File: config.mk
export PLATFORM = sky130hd
export DESIGN_NAME = apb_regfile_slave
export DESIGN_NICKNAME = d
export VERILOG_FILES = /design/src/rtl/apb_regfile_pkg.sv /design/src/rtl/apb_wait_ctrl.sv /design/src/rtl/apb_regfile_slave.sv
export SDC_FILE = /design/constraint.sdc
export NUM_CORES = 1
export LEC_CHECK = 0
export BUFFER_PORTS_ARGS = -buffer_cell sky130_fd_sc_hd__buf_2
export CAP_MARGIN = 20
export CORE_UTILIZATION = 25
export CTS_CLUSTER_SIZE = 14
export DETAILED_ROUTE_END_ITERATION = 7
export PLACE_DENSITY_LB_ADDON = 0.1
export SLEW_MARGIN = 20
export SYNTH_ARGS = -nofsm -noshare
export SYNTH_HDL_FRONTEND = slang
export SYNTH_HIERARCHICAL = 1
export SYNTH_SLANG_ARGS = --single-unit
File: constraint.sdc
create_clock -name clk -period 3.4 [get_ports clk]
set_clock_uncertainty 0.2 [all_clocks]
set_input_delay 0 -clock clk [delete_from_list [all_inputs] [get_ports clk]]
set_output_delay 0 -clock clk [all_outputs]
set_load 0.005 [all_outputs]
File: src/rtl/apb_regfile_pkg.sv
`default_nettype none
// ============================================================================
// Module   : apb_regfile_pkg
// Brief    : Shared types and helper functions for the APB register file.
// Revision : 1.0 - initial release
// ============================================================================
package apb_regfile_pkg;

   typedef enum logic [0:0] {
      IDLE   = 1'b0,
      ACCESS = 1'b1
   } state_t;

   localparam int IDX_LSB = 2;
   // Helpers work on a fixed maximum width; callers size-cast in and out.
   localparam int MAX_DW  = 256;
   localparam int MAX_SW  = MAX_DW / 8;

   function automatic logic idx_valid(input logic [63:0] idx, input logic [63:0] num_regs);
      return idx < num_regs;
   endfunction

   function automatic logic [MAX_DW-1:0] apply_strb(input logic [MAX_DW-1:0] old_v,
                                                    input logic [MAX_DW-1:0] wdata,
                                                    input logic [MAX_SW-1:0] strb);
      logic [MAX_DW-1:0] v;
      v = old_v;
      for (int b = 0; b < MAX_SW; b++) begin
         if (strb[b]) v[8*b +: 8] = wdata[8*b +: 8];
      end
      return v;
   endfunction

endpackage
`default_nettype wire

File: src/rtl/apb_wait_ctrl.sv
`default_nettype none
// ============================================================================
// Module   : apb_wait_ctrl
// Brief    : APB slave transfer FSM with wait-state counter and registered PREADY.
// Revision : 1.0 - initial release
// ============================================================================
module apb_wait_ctrl
   import apb_regfile_pkg::*;
#(
   parameter int WAIT_STATES = 1
) (
   input  logic clk,
   input  logic rstn,
   input  logic i_psel,
   input  logic i_penable,
   output logic o_pready,
   output logic o_complete,
   output logic o_accept_setup,
   output logic o_resp_load
);

   localparam logic [3:0] c_WAIT = 4'(WAIT_STATES);
   localparam logic       c_ZERO_WAIT = (WAIT_STATES == 0);

   state_t     r_state;
   logic [3:0] r_cnt;
   logic       r_pready;
   logic       w_setup;
   logic       w_accept;
   logic       w_ready_next;

   assign w_setup = i_psel && !i_penable;

   always_comb begin
      w_accept     = 1'b0;
      w_ready_next = 1'b0;
      case (r_state)
         IDLE: begin
            if (w_setup) begin
               w_accept     = 1'b1;
               w_ready_next = c_ZERO_WAIT;
            end
         end
         ACCESS: begin
            if (!r_pready) begin
               if (i_psel && i_penable) begin
                  w_ready_next = ((r_cnt + 4'd1) == c_WAIT);
               end else if (w_setup) begin
                  w_accept     = 1'b1;
                  w_ready_next = c_ZERO_WAIT;
               end
            end
         end
         default: ;
      endcase
   end

   always_ff @(posedge clk) begin
      if (!rstn) begin
         r_state  <= IDLE;
         r_cnt    <= 4'd0;
         r_pready <= 1'b0;
      end else begin
         r_pready <= w_ready_next;
         case (r_state)
            IDLE: begin
               if (w_accept) begin
                  r_state <= ACCESS;
                  r_cnt   <= 4'd0;
               end
            end
            ACCESS: begin
               if (r_pready) begin
                  r_state <= IDLE;
               end else if (i_psel && i_penable) begin
                  r_cnt <= r_cnt + 4'd1;
               end else if (!i_psel) begin
                  r_state <= IDLE;   // master abort
               end else begin
                  r_cnt <= 4'd0;
               end
            end
            default: r_state <= IDLE;
         endcase
      end
   end

   assign o_pready       = r_pready;
   assign o_complete     = (r_state == ACCESS) && r_pready;
   assign o_accept_setup = w_accept;
   assign o_resp_load    = w_ready_next;

endmodule
`default_nettype wire

File: src/rtl/apb_regfile_slave.sv
`default_nettype none
// ============================================================================
// Module   : apb_regfile_slave
// Brief    : APB register file slave with byte strobes, wait states and errors.
// Revision : 1.0 - initial release
// ============================================================================
module apb_regfile_slave
   import apb_regfile_pkg::*;
#(
   parameter int          ADDR_WIDTH  = 32,
   parameter int          DATA_WIDTH  = 32,
   parameter int          WSTRB_WIDTH = DATA_WIDTH / 8,
   parameter int          NUM_REGS    = 8,
   parameter int          WAIT_STATES = 1,
   parameter logic [31:0] ID_VALUE    = 32'hA9B0_0001
) (
   input  logic                           clk,
   input  logic                           rstn,
   input  logic                           s_psel,
   input  logic                           s_penable,
   input  logic                           s_pwrite,
   input  logic [ADDR_WIDTH-1:0]          s_paddr,
   input  logic [DATA_WIDTH-1:0]          s_pwdata,
   input  logic [WSTRB_WIDTH-1:0]         s_pstrb,
   output logic [DATA_WIDTH-1:0]          s_prdata,
   output logic                           s_pready,
   output logic                           s_pslverr,
   output logic [NUM_REGS*DATA_WIDTH-1:0] regs_o
);

   localparam int c_IW = ADDR_WIDTH - IDX_LSB;

   logic [c_IW-1:0]       w_idx;
   logic                  w_unused_addr;
   logic                  w_valid;
   logic                  w_err;
   logic                  w_complete;
   logic                  w_accept_setup;
   logic                  w_resp_load;
   logic                  w_commit;
   logic [DATA_WIDTH-1:0] w_rd;
   logic [DATA_WIDTH-1:0] w_new;
   logic [DATA_WIDTH-1:0] w_regs [NUM_REGS];
   logic [DATA_WIDTH-1:0] r_prdata;
   logic                  r_pslverr;

   apb_wait_ctrl #(
      .WAIT_STATES (WAIT_STATES)
   ) u_wait_ctrl (
      .clk            (clk),
      .rstn           (rstn),
      .i_psel         (s_psel),
      .i_penable      (s_penable),
      .o_pready       (s_pready),
      .o_complete     (w_complete),
      .o_accept_setup (w_accept_setup),
      .o_resp_load    (w_resp_load)
   );

   assign w_idx         = s_paddr[ADDR_WIDTH-1:IDX_LSB];
   assign w_unused_addr = ^{s_paddr[IDX_LSB-1:0], w_accept_setup};
   assign w_valid       = idx_valid(64'(w_idx), 64'(NUM_REGS));
   assign w_err         = !w_valid || (s_pwrite && (w_idx == '0));
   assign w_commit      = w_complete && s_pwrite && !w_err;

   always_comb begin
      w_rd = '0;
      for (int k = 0; k < NUM_REGS; k++) begin
         if (w_idx == c_IW'(k)) w_rd = w_regs[k];
      end
   end

   assign w_new = DATA_WIDTH'(apply_strb(MAX_DW'(w_rd), MAX_DW'(s_pwdata), MAX_SW'(s_pstrb)));

   // Slot 0 is the constant ID; the remaining slots are writable flops.
   for (genvar i = 0; i < NUM_REGS; i++) begin : g_regs
      if (i == 0) begin : g_id
         assign w_regs[i] = DATA_WIDTH'(ID_VALUE);
      end else begin : g_rw
         logic [DATA_WIDTH-1:0] r_q;
         always_ff @(posedge clk) begin
            if (!rstn) begin
               r_q <= '0;
            end else if (w_commit && (w_idx == c_IW'(i))) begin
               r_q <= w_new;
            end
         end
         assign w_regs[i] = r_q;
      end
      assign regs_o[i*DATA_WIDTH +: DATA_WIDTH] = w_regs[i];
   end

   always_ff @(posedge clk) begin
      if (!rstn) begin
         r_prdata  <= '0;
         r_pslverr <= 1'b0;
      end else if (w_resp_load) begin
         r_pslverr <= w_err;
         if (w_err) begin
            r_prdata <= '0;
         end else if (!s_pwrite) begin
            r_prdata <= w_rd;
         end
      end else if (w_complete) begin
         r_pslverr <= 1'b0;
      end
   end

   assign s_prdata  = r_prdata;
   assign s_pslverr = r_pslverr;

endmodule
`default_nettype wire

==> summary.txt <==
Final layout
  • Final Util: 33.8%
  • Area added between synthesis and finish: 32.2%
  • Share of layout cells above drive strength 1: 27.0%
  • Fillcell total: 5133
  • Diodes inserted: 0
  • Fin nets: 1895

Clock network
  • CTS tree: built
  • Htree depth: 2
  • Clock tree buffer depth: 3
  • Clock Latency Late Sink: 0.55 ns
  • Worst-path clk slew: 0.05 ns
  • CTS Buf Count: 35
  • # clock sinks: 263
  • Post-CTS Setup Inserts: 0
  • Root Buffer: clkbuf_16

STA
  • Fin. Hold Viols: 0
  • RSZ-0062 raised after global routing: no
  • Post-layout minimum cycle time: 3.07 ns
  • Fin crit share: 90.2%
  • Slew margin rel.: 34.9%
  • Slew of the pin with the lowest slew margin: 0.976 ns
  • Final setup TNS: 0 ns
  • Final setup viols: 0
  • Final slew viol count: 0
  • Max Clock Freq: 326 MHz
  • Hold slack: 0.0219 ns

Setup path
  • Worst R2R End: g_regs[7].g_rw.r_q[17]$_SDFFE_PN0P_
  • Worst-path fanout max: 14
  • Setup slack, reg-to-reg: 0.66 ns
  • WP data arrival: 3.35 ns
  • Req. time, crit path: 3.68 ns
  • CP endpoint: g_regs[7].g_rw.r_q[3]$_SDFFE_PN0P_
  • CP Capture Type: flip-flop
  • CP Launch Type: primary input
  • CP Class: in2reg
  • Reg2Reg Launch Point: u_wait_ctrl/r_state$_SDFF_PN0_
  • CP startpoint: s_paddr[5]
  • Worst reg2reg path depth: 7

Floorplanning
  • Die width: 224 um
  • Die height: 224 um
  • DIE AREA: 50000 um^2
  • Rows: 80
  • Initial Util: 25.5%
  • I/O pins: 363
  • CORE AREA: 48000 um^2

Placement
  • Post-DP HPWL: 39700 um
  • Port bufs: 328
  • Gp weighted congestion: 0.845

Detailed routing
  • Final WL: 55600 um
  • # DRC: 0
  • Vias: 12657
  • Iteration count of the initial detailed-routing pass: 5
  • Routed Antenna Nets: 0
  • First DRT Iteration DRCs: 915
  • Avg Vias per Cell: 5.15
  • Routed WL per cell: 22.7 um

Yosys
  • Cells after Synth: 1477
  • Syn_area_per_cell: 8.31 um^2
  • Yosys warnings: 6
  • Post-Syn Area: 12300 um^2

Global routing
  • GRT Resource Usage Total: 21.6%
  • Maximum number of pins on one net before global-route repair: 154
  • Grt ovf: 0
  • Vias in the first global route: 11566
  • First-pass GRT wire length: 80100 um
  • Initial antenna violation count: 0

Pwr
  • Worst vdd ir: 0.198 mV
  • P per Cell Area: 446 nW/um^2
  • Leakage: 6.80 nW

Min path
  • Hold Path Class: in2reg

Run
  • Max-cap viol count: 0

Outcome
  • Status: complete, no violations
[layout by cell type (no fill, tap or decap), types with 5 or more instances in the layout]
cell type / count
a31oi_1: 12
clkbuf_1: 5
a211oi_1: 5
nand4_1: 27
buf_12: 5
nand3_1: 228
inv_1: 18
buf_2: 325
conb_1: 32
dfxtp_1: 263
o21ai_0: 210
clkbuf_8: 10
a221oi_1: 7
o31ai_1: 6
o22ai_1: 6
mux2i_1: 82
nor3_1: 15
a22o_1: 9
nand2b_1: 30
buf_4: 63
clkbuf_16: 36
or4_1: 6
or3_1: 5
a21oi_1: 50
nand2_1: 75
o2bb2ai_1: 7
o311ai_2: 17
nor4_1: 8
dlygate4sd3_1: 47
o211ai_1: 5
nor2_1: 86
a2bb2oi_1: 21
o21ai_1: 49
[area by class of cell]
class | count | area (um^2) | area share, %
multi-input cells | 1058 | 6280 | 38.7
flip-flops and latches | 263 | 5270 | 32.5
repair buffers | 442 | 2690 | 16.6
clock buffers | 51 | 1060 | 6.52
well taps | 615 | 769 | 4.74
clock inverters | 7 | 78.8 | 0.486
inverters | 20 | 75.1 | 0.463
[layer usage]
| layer | track usage, % | vias to the layer above | wire (um) |
|---|---|---|---|
| li1 | - | 6027 | - |
| met1 | 30.6 | 6078 | 26000 |
| met2 | 32.6 | 485 | 24300 |
| met3 | 4.58 | 67 | 4010 |
| met4 | 6.56 | 0 | 1290 |
| met5 | 0 | - | 0 |
[power by group]
part	internal (mW)	switching, mW	total, mW
Clock	2.23	1.46	3.69
Combinational	0.155	0.310	0.465
Sequential	3.08	0.000885	3.08
Total	5.47	1.77	7.23
[repair_timing]
action,CTS,global route
setup endpoints to repair,0,1
hold endpoints to repair,262,0
gates resized for setup,0,1
hold buffers,47,0
[state kept, by name (all words and copies together), names as in the netlist]
register / flops
s_prdata: 32
u_wait_ctrl/r_cnt: 4
u_wait_ctrl/o_pready: 1
u_wait_ctrl/r_state: 1
g_regs.g_rw.r_q: 224
s_pslverr: 1
[per-stage QoR]
step                      instances  instance area, um^2  worst slack (ns)  total power, mW
after floorplan                1507                12400             0.870             3.41
after global placement         2351                14600             0.223             3.57
after detailed placement       2351                14600             0.216             3.58
after CTS                      2456                16200             0.201             7.33
after global routing           2456                16200             0.155             7.48
final                          2456                16200             0.333             7.23
[worst min path at each step]
stage                     depth (start not counted)        from                               to
after floorplan                                   2        rstn  u_wait_ctrl/o_pready$_SDFF_PN0_
after global placement                            2      s_psel   u_wait_ctrl/r_state$_SDFF_PN0_
after detailed placement                          2      s_psel   u_wait_ctrl/r_state$_SDFF_PN0_
after CTS                                         4  s_paddr[2]         s_prdata[0]$_SDFFE_PN0P_
after global routing                              4  s_paddr[2]         s_prdata[0]$_SDFFE_PN0P_
final                                             4  s_paddr[2]         s_prdata[0]$_SDFFE_PN0P_
[critical path, cell delays in order]
cell,delay (ns)
dlygate4sd3_1,0.53
buf_2,0.17
or2_2,0.41
nor4_4,0.33
buf_4,0.35
buf_4,0.19
nand4_1,0.09
a2bb2oi_1,0.24
o311ai_2,0.22
o21ai_0,0.23
dlygate4sd3_1,0.55
No activity file was read; power rests on OpenSTA's default activity.
